### config.mk
export PLATFORM = sky130hd
export DESIGN_NAME = tx_packet_scheduler_flat
export DESIGN_NICKNAME = d
export VERILOG_FILES = /design/src/rtl/tx_packet_scheduler_if.sv /design/src/rtl/tx_packet_scheduler.sv /design/src/flat_wrapper.sv
export SDC_FILE = /design/constraint.sdc
export NUM_CORES = 1
export LEC_CHECK = 0
export BUFFER_PORTS_ARGS = -buffer_cell sky130_fd_sc_hd__buf_4
export CAP_MARGIN = 20
export CORE_MARGIN = 5
export CORE_UTILIZATION = 25
export CTS_CLUSTER_SIZE = 28
export DETAILED_ROUTE_END_ITERATION = 8
export RECOVER_POWER = 25
export SYNTH_ARGS = -nofsm -noshare
export SYNTH_HDL_FRONTEND = slang
export SYNTH_SLANG_ARGS = --single-unit
### constraint.sdc
create_clock -name clk125MHz -period 3.6 [get_ports clk125MHz]
set_input_delay 0.18 -clock clk125MHz [delete_from_list [all_inputs] [get_ports clk125MHz]]
set_output_delay 0.18 -clock clk125MHz [all_outputs]
set_load 0.02 [all_outputs]
### src/rtl/tx_packet_scheduler_if.sv
// tx_packet_scheduler_if
// Packet-launch handshake between the transmit scheduler and the packet
// builder (byte_data) / frame memory.
//   start_sending : one-cycle launch pulse, scheduler -> builder
//   busy          : builder is sending a packet, builder -> scheduler
//   segment_num   : current segment index, scheduler -> builder/memory
//   aux           : current copy index 0..R-1, scheduler -> builder/memory
//   txid          : frame id, scheduler -> builder/memory
interface tx_packet_scheduler_if #(
    parameter int unsigned SEG_W = 16
);
    logic             start_sending;
    logic             busy;
    logic [SEG_W-1:0] segment_num;
    logic [7:0]       aux;
    logic [7:0]       txid;

    modport master (
        output start_sending,
        output segment_num,
        output aux,
        output txid,
        input  busy
    );

    modport slave (
        input  start_sending,
        input  segment_num,
        input  aux,
        input  txid,
        output busy
    );
endinterface

### src/rtl/tx_packet_scheduler.sv
// tx_packet_scheduler
// Sequences one video frame of Ethernet packets on the 125 MHz transmit
// side: every segment 0..M is launched R times, with an inter-packet gap
// scaled to the link speed, then frame completion is reported.
// Ports:
//   clk125MHz       : clock, rising edge
//   rst             : asynchronous active-high reset
//   enable          : scheduler enable; aborts a frame in GAP/ADVANCE
//   start_frame     : one-cycle pulse per captured frame
//   segment_num_max : index of the last segment (latched at frame start)
//   redundancy      : copies per segment, 0 treated as 1 (latched)
//   speed           : 11=1000, 10=100, 01=10, 00=no link
//   tx              : launch handshake / segment, copy, frame id (master)
//   oneframe_done   : one-cycle pulse after the last packet of a frame
//   sched_active    : high whenever the FSM is not IDLE
//   timeout_err     : sticky, builder never raised busy after a launch
//   frames_dropped  : saturating count of start_frame pulses while busy
module tx_packet_scheduler #(
    parameter int unsigned SEG_W        = 16,
    parameter int unsigned GAP_CYCLES   = 12,
    parameter int unsigned BUSY_TIMEOUT = 255
) (
    input  logic                   clk125MHz,
    input  logic                   rst,
    input  logic                   enable,
    input  logic                   start_frame,
    input  logic [SEG_W-1:0]       segment_num_max,
    input  logic [7:0]             redundancy,
    input  logic [1:0]             speed,
    tx_packet_scheduler_if.master  tx,
    output logic                   oneframe_done,
    output logic                   sched_active,
    output logic                   timeout_err,
    output logic [7:0]             frames_dropped
);

    typedef enum logic [2:0] {
        IDLE,
        LAUNCH,
        WAIT_HI,
        WAIT_LO,
        GAP,
        ADVANCE,
        DONE
    } state_t;

    localparam logic [15:0] GAP_1000 = 16'(GAP_CYCLES);
    localparam logic [15:0] GAP_100  = 16'(GAP_CYCLES * 10);
    localparam logic [15:0] GAP_10   = 16'(GAP_CYCLES * 100);
    localparam logic [15:0] TO_LAST  = 16'(BUSY_TIMEOUT - 1);

    state_t           state_q;
    logic             start_sending_q;
    logic             oneframe_done_q;
    logic             timeout_err_q;
    logic [7:0]       frames_dropped_q;
    logic [SEG_W-1:0] seg_q;
    logic [SEG_W-1:0] seg_max_q;
    logic [7:0]       aux_q;
    logic [7:0]       red_q;
    logic [7:0]       txid_q;
    logic [15:0]      wait_cnt_q;
    logic [15:0]      gap_cnt_q;
    logic [15:0]      gap_len_q;
    logic [15:0]      gap_len_d;
    logic             gap_last;

    // Gap length is sampled on GAP entry, so a speed change mid-frame only
    // affects the next gap. With no link the slowest gap is used.
    always_comb begin
        gap_len_d = GAP_10;
        case (speed)
            2'b11:   gap_len_d = GAP_1000;
            2'b10:   gap_len_d = GAP_100;
            default: gap_len_d = GAP_10;
        endcase
    end

    assign gap_last = ({1'b0, gap_cnt_q} + 17'd1) >= {1'b0, gap_len_q};

    always_ff @(posedge clk125MHz or posedge rst) begin
        if (rst) begin
            state_q          <= IDLE;
            start_sending_q  <= 1'b0;
            oneframe_done_q  <= 1'b0;
            timeout_err_q    <= 1'b0;
            frames_dropped_q <= '0;
            seg_q            <= '0;
            seg_max_q        <= '0;
            aux_q            <= '0;
            red_q            <= 8'd1;
            txid_q           <= '0;
            wait_cnt_q       <= '0;
            gap_cnt_q        <= '0;
            gap_len_q        <= '0;
        end else begin
            start_sending_q <= 1'b0;
            oneframe_done_q <= 1'b0;

            if (start_frame && (state_q != IDLE) && (frames_dropped_q != 8'hFF))
                frames_dropped_q <= frames_dropped_q + 8'd1;

            case (state_q)
                IDLE: begin
                    if (start_frame && enable && (speed != 2'b00)) begin
                        seg_max_q       <= segment_num_max;
                        red_q           <= (redundancy == 8'd0) ? 8'd1 : redundancy;
                        seg_q           <= '0;
                        aux_q           <= '0;
                        start_sending_q <= 1'b1;
                        state_q         <= LAUNCH;
                    end
                end

                LAUNCH: begin
                    // The launch cycle itself counts toward the busy timeout.
                    wait_cnt_q <= 16'd1;
                    state_q    <= WAIT_HI;
                end

                WAIT_HI: begin
                    if (tx.busy) begin
                        state_q <= WAIT_LO;
                    end else if (wait_cnt_q >= TO_LAST) begin
                        timeout_err_q <= 1'b1;
                        gap_cnt_q     <= '0;
                        gap_len_q     <= gap_len_d;
                        state_q       <= GAP;
                    end else begin
                        wait_cnt_q <= wait_cnt_q + 16'd1;
                    end
                end

                WAIT_LO: begin
                    if (!tx.busy) begin
                        gap_cnt_q <= '0;
                        gap_len_q <= gap_len_d;
                        state_q   <= GAP;
                    end
                end

                GAP: begin
                    if (!enable)
                        state_q <= IDLE;
                    else if (gap_last)
                        state_q <= ADVANCE;
                    else
                        gap_cnt_q <= gap_cnt_q + 16'd1;
                end

                ADVANCE: begin
                    if (!enable) begin
                        state_q <= IDLE;
                    end else if (aux_q < (red_q - 8'd1)) begin
                        aux_q           <= aux_q + 8'd1;
                        start_sending_q <= 1'b1;
                        state_q         <= LAUNCH;
                    end else if (seg_q < seg_max_q) begin
                        seg_q           <= seg_q + 1'b1;
                        aux_q           <= '0;
                        start_sending_q <= 1'b1;
                        state_q         <= LAUNCH;
                    end else begin
                        oneframe_done_q <= 1'b1;
                        state_q         <= DONE;
                    end
                end

                DONE: begin
                    txid_q  <= txid_q + 8'd1;
                    state_q <= IDLE;
                end

                default: state_q <= IDLE;
            endcase
        end
    end

    assign tx.start_sending = start_sending_q;
    assign tx.segment_num   = seg_q;
    assign tx.aux           = aux_q;
    assign tx.txid          = txid_q;
    assign oneframe_done    = oneframe_done_q;
    assign sched_active     = (state_q != IDLE);
    assign timeout_err      = timeout_err_q;
    assign frames_dropped   = frames_dropped_q;

endmodule
### src/flat_wrapper.sv
// flat-port wrapper written by rule: the top's interface ports become plain ports
module tx_packet_scheduler_flat 
#(
    parameter int unsigned SEG_W        = 16,
    parameter int unsigned GAP_CYCLES   = 12,
    parameter int unsigned BUSY_TIMEOUT = 255
)
  (clk125MHz, rst, enable, start_frame, segment_num_max, redundancy, speed, oneframe_done, sched_active, timeout_err, frames_dropped, tx_start_sending, tx_segment_num, tx_aux, tx_txid, tx_busy);
  tx_packet_scheduler_if #(.SEG_W(SEG_W)) tx_i ();
  input  logic clk125MHz;
  input  logic rst;
  input  logic enable;
  input  logic start_frame;
  input  logic [SEG_W-1:0] segment_num_max;
  input  logic [7:0] redundancy;
  input  logic [1:0] speed;
  output logic oneframe_done;
  output logic sched_active;
  output logic timeout_err;
  output logic [7:0] frames_dropped;
  output wire logic [$bits(tx_i.start_sending)-1:0] tx_start_sending;
  output wire logic [$bits(tx_i.segment_num)-1:0] tx_segment_num;
  output wire logic [$bits(tx_i.aux)-1:0] tx_aux;
  output wire logic [$bits(tx_i.txid)-1:0] tx_txid;
  input wire logic [$bits(tx_i.busy)-1:0] tx_busy;
  assign tx_start_sending = tx_i.start_sending;
  assign tx_segment_num = tx_i.segment_num;
  assign tx_aux = tx_i.aux;
  assign tx_txid = tx_i.txid;
  assign tx_i.busy = tx_busy;
  tx_packet_scheduler #(.SEG_W(SEG_W), .GAP_CYCLES(GAP_CYCLES), .BUSY_TIMEOUT(BUSY_TIMEOUT)) u_core (.clk125MHz(clk125MHz), .rst(rst), .enable(enable), .start_frame(start_frame), .segment_num_max(segment_num_max), .redundancy(redundancy), .speed(speed), .tx(tx_i), .oneframe_done(oneframe_done), .sched_active(sched_active), .timeout_err(timeout_err), .frames_dropped(frames_dropped));
endmodule
# Word level (Yosys, flattened, before mapping)

Index checks and enable logic that the tools add are counted.

Input bits: 31
Word-level logic and storage cells: 112
Output and inout port bits: 44
Bits in registers: 118

Equality and inequality tests: 22
Multiplexer cells: 44
Add/sub/neg operators: 8
Reduce and logical (&&, ||, !) cells: 20
Magnitude comparators: 4
Bitwise operators: 1

Operator list:

| operator                                                                              | number |
|---|---|
| 16-bit 2-to-1 mux                                                                     | 14 |
| 16-bit case mux with 2 select lines                                                   | 3 |
| 16-bit by 1-bit adder with 16-bit output (second input constant)                      | 3 |
| 16-bit case mux with 3 select lines                                                   | 1 |
| 8-bit 2-to-1 mux                                                                      | 5 |
| 3-bit 2-to-1 mux                                                                      | 9 |
| 8-bit by 1-bit adder with 8-bit output (second input constant)                        | 3 |
| 11-bit case mux with 2 select lines                                                   | 1 |
| 3-bit case mux with 6 select lines                                                    | 1 |
| 16-bit by 1-bit adder with 17-bit output (second input constant)                      | 1 |
| 17-bit by 16-bit greater-or-equal comparator with 1-bit output                        | 1 |
| 16-bit by 8-bit greater-or-equal comparator with 1-bit output (second input constant) | 1 |
| 16-bit < comparator                                                                   | 1 |
| 8-bit case mux with 2 select lines                                                    | 1 |
| 2-bit != test (second input constant)                                                 | 7 |
| 4-bit AND reduction                                                                   | 3 |
| 3-bit equality test (second input constant)                                           | 3 |
| 8-bit zero test                                                                       | 1 |
| 8-bit < comparator                                                                    | 1 |
| 1-bit 2-to-1 mux                                                                      | 8 |
| 8-bit != test (second input constant)                                                 | 1 |
| 2-bit nonzero test                                                                    | 4 |
| 8-bit by 1-bit subtractor with 8-bit output (second input constant)                   | 1 |
| 3-bit by 2-bit equality test with 1-bit output (second input constant)                | 2 |
| 14 further kinds                                                                      | 23 |

# Logic depth before layout (Yosys ltp)

Gate-level depths: netlist (run 1).

Word-level depth: 5
Gate-level depth with buffers: 15
Depth with buffers taken out: 13

# Worst setup path after synthesis (run 1)

OpenSTA, ideal clock, no wires.

Path kind: register to register
Start: reg u_core.red_q[2]
End: reg u_core.seg_q[4] (netlist: u_core.tx.segment_num[4])
Library setup time: 0.136 ns
Slack: 0.385 ns
Arrival: 3.079 ns
Required time: 3.464 ns
Stages on the path, launching flop included: 13
Buffers on the path: 1
Clock period less this slack: 3.215 ns
Cells stage by stage: dfrtp_1 > or4_1 > nor4_1 > xnor2_1 > ha_1 > a211oi_1 > o21ai_0 > o22a_1 > and4_1 > a21oi_1 > clkbuf_1 > or3_1 > a21oi_1

Word-level cells in the longest chain between the ends: 4

Ends and longest elaborated chain:

| what                                        | RTL line                   | text |
|---|---|---|
| start, declared                             | tx_packet_scheduler.sv:60  | `logic [7:0] red_q;` |
| start signal, assigned                      | tx_packet_scheduler.sv:107 | `red_q <= (redundancy == 8'd0) ? 8'd1 : redundancy;` |
| 8-bit by 1-bit subtractor with 8-bit output | tx_packet_scheduler.sv:154 | `end else if (aux_q < (red_q - 8'd1)) begin` |
| 8-bit < comparator                          | tx_packet_scheduler.sv:154 |  |
| 2-bit != test (no source line)              | --                         |  |
| 5-bit AND reduction (no source line)        | --                         |  |
| end signal, assigned                        | tx_packet_scheduler.sv:159 | `seg_q <= seg_q + 1'b1;` |
| end, declared                               | tx_packet_scheduler.sv:57  | `logic [SEG_W-1:0] seg_q;` |

Every way passes these cells.
A chain may end at the register's enable or synchronous reset.

# Final worst setup path (run 1)

Start: reg u_core.red_q[2]
End: reg u_core.seg_q[15] (netlist: u_core.tx.segment_num[15])

Same word-level chain as after synthesis.

==> qor.csv, run 1 <==
stage;metric;value;unit
status;status;finished with violations;
status;violations;capacitance limit, slew limit;
worst_setup_path;crit_type;reg -> reg;
sta;fin_crit;3378;ps
worst_setup_path;cp-end-kind;flop;
worst_setup_path;worstReg2RegStart;u_core.red_q[2];
detailed_routing;detail-route-antenna-nets;0;
synth;ys_top_cells_by_count;106 x dfrtp_1, 84 x nand2_1, 49 x nor2_1;
pwr;switching_share;37.89;%
pwr;p_leak;3.278;nW
synth;ys_ff_latch;107;
sta;worstMarginPinSlew;2698;ps
worst_setup_path;r2r-end;u_core.tx.segment_num[15];
detailed_routing;drc;0;
clock_tree;cts_num_sinks;107;
place;gp_congestion;0.7908;
worst_setup_path;critPathLaunchType;flop;
worst_setup_path;critPathLaunch;u_core.red_q[2];
sta;setup_violations;0;
grt;grt_max_degree;69;
detailed_routing;wl_per_cell;13.62;µm
clock_tree;cts-resized-gates;0;
synth;synth_top_area_share;44.66;%
place;io_buffers;74;
synth;yosysTopAreaCell;dfrtp_1;
worst_setup_path;cp_data_required_time;3870;ps
worst_setup_path;r2r_slack;220;ps
worst_setup_path;cp_slowest_stage_delay;570;ps
sta;slew_viol_final;69;
clock_tree;cts_root_buffer;clkbuf_16;
grt;grt_pass1_wl;23.98;mm
finish;fin_nets;790;
sta;finalSetupTns;0;ps
worst_setup_path;critPathSlowestCell;or4_1;
finish;fin_util;30.83;%
synth;syn_area;5939;µm²
synth;ys_top_cells_by_area;dfrtp_1 45%, ha_1 8.0%, nand2_1 5.3%, xnor2_1 4.4%, o21ai_0 3.4%;
detailed_routing;vias;4882;
floorplan;boundaryPins;75;
worst_setup_path;crit_chain;or4_1 > nor4_1 > xnor2_1 > ha_1 > a211oi_1 > o21ai_0 > o22a_1 > and4_1 > a21oi_1 > buf_4 > or4_1 > a21oi_1;
grt;overflow;0;
finish;areaGrowthSynthToFinish;21.47;%
clock_tree;clk_path_buf_depth;2;
pwr;clkPwrFrac;23.4;%
synth;synth.distinct_cells;56;
floorplan;die_w;164.1;µm
grt;track_usage;10.91;%
pwr;p_sw;0.001776;W
pwr;power_density;649.6;nW/µm²
synth;synth.most_common_cell;dfrtp_1;
detailed_routing;totalWireLength;14.22;mm
detailed_routing;vias_per_cell;4.676;
synth;yosys_warnings;0;
sta;relSlewSlack;-80.05;%
worst_setup_path;endpoint;u_core.tx.segment_num[15];
clock_tree;tritoncts;yes;
worst_setup_path;crit_path_max_fanout;26;
detailed_routing;first_pass_iters;4;
sta;rsz0062_at_grt;no;
sta;fmax;296.0;MHz
floorplan;rows;56;
hold_path;holdCritPathClass;in -> reg;
floorplan;initial_core_util;25.38;%
place;dpl.hpwl;10.53;mm
worst_setup_path;reg2regPathDepth;12;
finish;drive_above_1_share;15.17;%
clock_tree;cts_setup_buffers;0;
finish;diodes;0;
clock_tree;hold_buffers;0;
floorplan;fp.dieArea;26940;µm²
clock_tree;htreeDepth;3;
synth;async_flop_share;100.0;%
clock_tree;clk_pin_slew;80;ps
run;drv_cap;1;
pwr;pwr-share-seq;40.6;%
grt;grt_pass1_vias;4832;
synth;ys_seq_area_share;45.10;%
synth;syn_area_per_cell;9.194;µm²
sta;fin_worst_skew;13.18;ps
detailed_routing;drt_iter0_markers;262;
synth;synth_fp_nets;715;
pwr;peakVddDrop;0.3620;mV
synth;synthFlopType;dfrtp_1;
floorplan;chipHeight;164.1;µm
sta;hold_viol_final;0;
synth;synth_edf_count;0;
pwr;p_comb_share;36.0;%
synth;syn_inst;646;
pwr;internal-power;0.002911;W
clock_tree;cts-buffers-inserted;9;
clock_tree;clk_latency;350;ps
worst_setup_path;cp.arrival;3650;ps
grt;antenna_found_initial;1;
sta;final.period_utilization;93.83;%
floorplan;core-area;23400;µm²
[sequential cells by signal, summed over array words and instances (netlist names)]
signal                   count
u_core.state_q               3
u_core.tx.txid               8
u_core.timeout_err           1
u_core.wait_cnt_q           16
u_core.tx.segment_num       16
u_core.tx.aux                8
u_core.gap_len_q             5
u_core.seg_max_q            16
u_core.frames_dropped        8
u_core.gap_cnt_q            16
u_core.tx.start_sending      1
u_core.oneframe_done         1
u_core.red_q                 8
[power by group through the flow]
| stage | sequential [W] | clock [W] | combinational, W |
|---|---|---|---|
| after floorplan | 0.00190 | 0 | 0.00117 |
| after global placement | 0.00192 | 0 | 0.00166 |
| after detailed placement | 0.00192 | 0 | 0.00170 |
| after CTS | 0.00190 | 0.00113 | 0.00171 |
| after global routing | 0.00196 | 0.00117 | 0.00193 |
| final | 0.00190 | 0.00110 | 0.00169 |
[layer usage]
| metal | wire length [µm] | global-route usage (%) | part of all wire [%] | vias to the layer above |
|---|---|---|---|---|
| li1 | - | - | - | 2437 |
| met1 | 6832 | 14.26 | 48 | 2334 |
| met2 | 6384 | 17.53 | 45 | 90 |
| met3 | 729 | 3.137 | 5.1 | 19 |
| met4 | 260 | 3.241 | 1.8 | 2 |
| met5 | 13 | 0 | 0.091 | - |
[how the worst min path moves through the flow]
stage                                to  slack, ps  cells after the start               start
CTS                 u_core.seg_max_q[0]          3                      3  segment_num_max[0]
floorplan               u_core.red_q[2]        290                      2       redundancy[2]
global placement    u_core.seg_max_q[0]        380                      3  segment_num_max[0]
finish              u_core.seg_max_q[0]         10                      3  segment_num_max[0]
global route        u_core.seg_max_q[2]         10                      3  segment_num_max[2]
detailed placement  u_core.seg_max_q[0]        380                      3  segment_num_max[0]
[stage by stage]
stage / std cells / setup WS [ps] / area, µm² / total power (W) / hold WS, ps
after floorplan: 646 / 385.0 / 5939 / 0.003072 / 285.4
after global placement: 1028 / 263.6 / 6885 / 0.003580 / 380.3
after detailed placement: 1028 / 208.7 / 6885 / 0.003627 / 381.7
after CTS: 1043 / 211.9 / 7212 / 0.004744 / 3.141
after global routing: 1044 / 0.9996 / 7214 / 0.005063 / 14.91
final: 1044 / 222.1 / 7214 / 0.004687 / 14.31
[placed cells by master, fill, tap and decap left out, types with 8 or more instances in the layout]
cell type and instances:
dfrtp_1 106, nand2_1 84, buf_4 83, nor2_1 48, inv_1 41, o21ai_0 40, ha_1 38, a21oi_1 36
xnor2_1 30, nand3_1 29, nand4_1 19, nor3_1 14, xor2_1 13, or3_1 12, and3_1 9, or4_1 9
clkbuf_16 9, o211ai_1 8
[cell type report]
class                           instances  area, µm²
Multi-Input combinational cell        477       3020
Clock inverter                          4      73.82
Sequential cell                       107       2679
Inverter                               41      153.9
Timing Repair Buffer                   85      635.6
Tap cell                              319      399.1
Fill cell                            2482      16190
Clock buffer                           11      252.7
[logic make-up after synthesis]
kind of cell | Yosys count | synth area share, %
simple gates | 258 | 21.42
mux | 4 | 0.7162
fa+ha+maj | 38 | 8.005
xor+xnor | 43 | 6.341
buf+inv | 62 | 4.171
compound gates | 134 | 14.24
flops | 107 | 45.10
[critical path, delay by kind of cell, from the launching register on]
| kind | cells | cell delay (ps) |
|---|---|---|
| buffers and inverters | 1 | 210 |
| and+or+nand+nor | 4 | 1610 |
| xor gates and xnor gates | 1 | 120 |
| adders and majority gates | 1 | 300 |
| AOI/OAI and AO/OA | 5 | 640 |
| DFF | 1 | 420 |
No activity file was read; power rests on OpenSTA's default activity.
==> inputs of run 2 (changes only) <==
- CORE_UTILIZATION: 25 -> 45
==> run 2 against run 1 <==
Critical path depth is the same. Via count shrank 0.35%. Register-to-register slack gained 20 ps. Sequential power is essentially flat. Global-route usage grew 6.7 points. Sequential cell count is the same. Die area shrank 42%. Final area shrank 3.6%. The flow still finishes with violations (capacitance limit, slew limit). Routed wire length shrank 6.7%.
==> qor.csv, run 2 (same netlist as run 1, synthesis figures left out) <==
stage;metric;value;unit
worst_setup_path;cp.arrival;3630;ps
detailed_routing;vias;4865;
clock_tree;clk_latency;360;ps
pwr;power_density;658.2;nW/µm²
hold_path;worstHoldStart;segment_num_max[0];
clock_tree;cts-buffers-inserted;9;
detailed_routing;drc;0;
worst_setup_path;worstReg2RegStart;u_core.red_q[2];
worst_setup_path;cp_data_required_time;3880;ps
sta;finalSetupTns;0;ps
worst_setup_path;crit_type;reg -> reg;
clock_tree;clk_path_buf_depth;2;
detailed_routing;wl_per_cell;14.74;µm
place;dpl.hpwl;9.687;mm
grt;grt_pass1_vias;4881;
grt;grt_max_degree;56;
sta;setup_violations;0;
detailed_routing;drt_iter0_markers;346;
detailed_routing;vias_per_cell;5.406;
clock_tree;cts_root_buffer;clkbuf_16;
sta;rsz0062_at_grt;no;
place;gp_congestion;0.8272;
sta;fin_worst_skew;8.694;ps
detailed_routing;detail-route-antenna-nets;0;
sta;timing.hold.ws;8.194;ps
hold_path;min_path_cells;3;
sta;fmax;297.8;MHz
floorplan;die_w;124.9;µm
hold_path;hold_end;u_core.seg_max_q[0];
clock_tree;cts_num_sinks;107;
pwr;peakVddDrop;0.2425;mV
worst_setup_path;critPathLaunchType;flop;
floorplan;chipHeight;124.9;µm
clock_tree;clk_pin_slew;70;ps
clock_tree;tritoncts;yes;
floorplan;rows;42;
finish;n_fill_cell;1221;
grt;antenna_found_initial;0;
grt;overflow;0;
place;dp_slack;281.4;ps
pwr;p_total;0.004578;W
sta;setup_slack;242.3;ps
worst_setup_path;cp-end-kind;flop;
sta;fin_crit;3358;ps
finish;drive_above_1_share;12.15;%
pwr;p_leak;3.166;nW
detailed_routing;first_pass_iters;4;
worst_setup_path;crit_chain;or4_1 > nor4_1 > xnor2_1 > ha_1 > a211oi_1 > o21ai_0 > o22a_1 > and4_1 > a21oi_1 > buf_4 > or4_1 > a21oi_1;
grt;track_usage;17.60;%
status;violations;capacitance limit, slew limit;
hold_path;holdCritPathClass;in -> reg;
worst_setup_path;r2r_slack;240;ps
grt;grt_pass1_wl;23.13;mm
sta;relSlewSlack;-31.22;%
sta;worstMarginPinSlew;1957;ps
clock_tree;htreeDepth;3;
floorplan;boundaryPins;75;
finish;diodes;0;
status;status;finished with violations;
floorplan;core-area;13090;µm²
finish;layout_common_cells;106 x dfrtp_1, 84 x nand2_1, 58 x buf_4, 48 x nor2_1;
finish;fin_nets;788;
worst_setup_path;r2r-end;u_core.tx.segment_num[8];
sta;hold_viol_final;0;
finish;areaGrowthSynthToFinish;17.11;%
finish;fin_util;53.16;%
sta;final.period_utilization;93.27;%
finish;final_common_cell;dfrtp_1;
floorplan;initial_core_util;45.39;%
worst_setup_path;crit_path_max_fanout;26;
floorplan;fp.dieArea;15600;µm²
worst_setup_path;cp_slowest_stage_delay;560;ps
run;drv_cap;1;
worst_setup_path;reg2regPathDepth;12;
place;io_buffers;74;
worst_setup_path;critPathSlowestCell;or4_1;
sta;slew_viol_final;43;
detailed_routing;totalWireLength;13.27;mm
run 2: final cells by class:
cell class	count	area [µm²]	share of cell area (%)
clock inverters	6	72.57	1.043
multi-input cells	477	3027	43.51
inverters	41	155.1	2.231
flip-flops and latches	107	2679	38.51
well taps	176	220.2	3.166
repair buffers	83	563.0	8.095
clock buffers	10	239.0	3.436
run 2: timing repair:
item,4_1_cts,5_1_grt
setup buffers,0,0
endpoints found under the hold margin,42,0
hold buffers,1,0
resized for setup,0,1
endpoints found under the setup margin,0,7
run 2: critical path: cells and delay by family, from the launching register on:
family	cells	cell delay (ps)
buffers and inverters	1	210
AND/OR/NAND/NOR	4	1560
XOR/XNOR	1	120
flip-flops	1	430
AO/OA/AOI/OAI	5	640
adder cells (fa/ha/maj)	1	300
run 2: how the worst max path moves through the flow:
stage	from	end	slack, ps	cells past startpoint
global route	u_core.gap_cnt_q[0]	u_core.gap_cnt_q[1]	10	11
finish	u_core.red_q[2]	u_core.tx.segment_num[8]	240	12
CTS	u_core.red_q[2]	u_core.tx.aux[5]	260	11
global placement	u_core.red_q[2]	u_core.tx.aux[5]	350	11
floorplan	u_core.red_q[2]	u_core.tx.segment_num[4]	390	12
detailed placement	u_core.red_q[2]	u_core.tx.aux[5]	280	11
run 2: layer usage:
| layer | track usage (%) | vias to the layer above | wire (µm) |
|---|---|---|---|
| met5 | 0 | - | 0 |
| met3 | 4.460 | 14 | 496 |
| met2 | 30.53 | 79 | 6582 |
| met4 | 5.230 | 0 | 156 |
| li1 | - | 2438 | - |
| met1 | 21.64 | 2334 | 6034 |
run 2: power by group:
group / total, W / internal [W] / switching (W)
Combinational: 0.00164 / 0.000677 / 0.000960
Clock: 0.00104 / 0.000565 / 0.000477
Sequential: 0.00190 / 0.00154 / 0.000356
run 2: per-stage QoR:
| step | std cells | area, µm² |
|---|---|---|
| final | 900 | 6955 |
| after global routing | 900 | 6955 |
| after CTS | 900 | 7033 |
| after detailed placement | 883 | 6711 |
| after global placement | 882 | 6684 |
| after floorplan | 646 | 5939 |
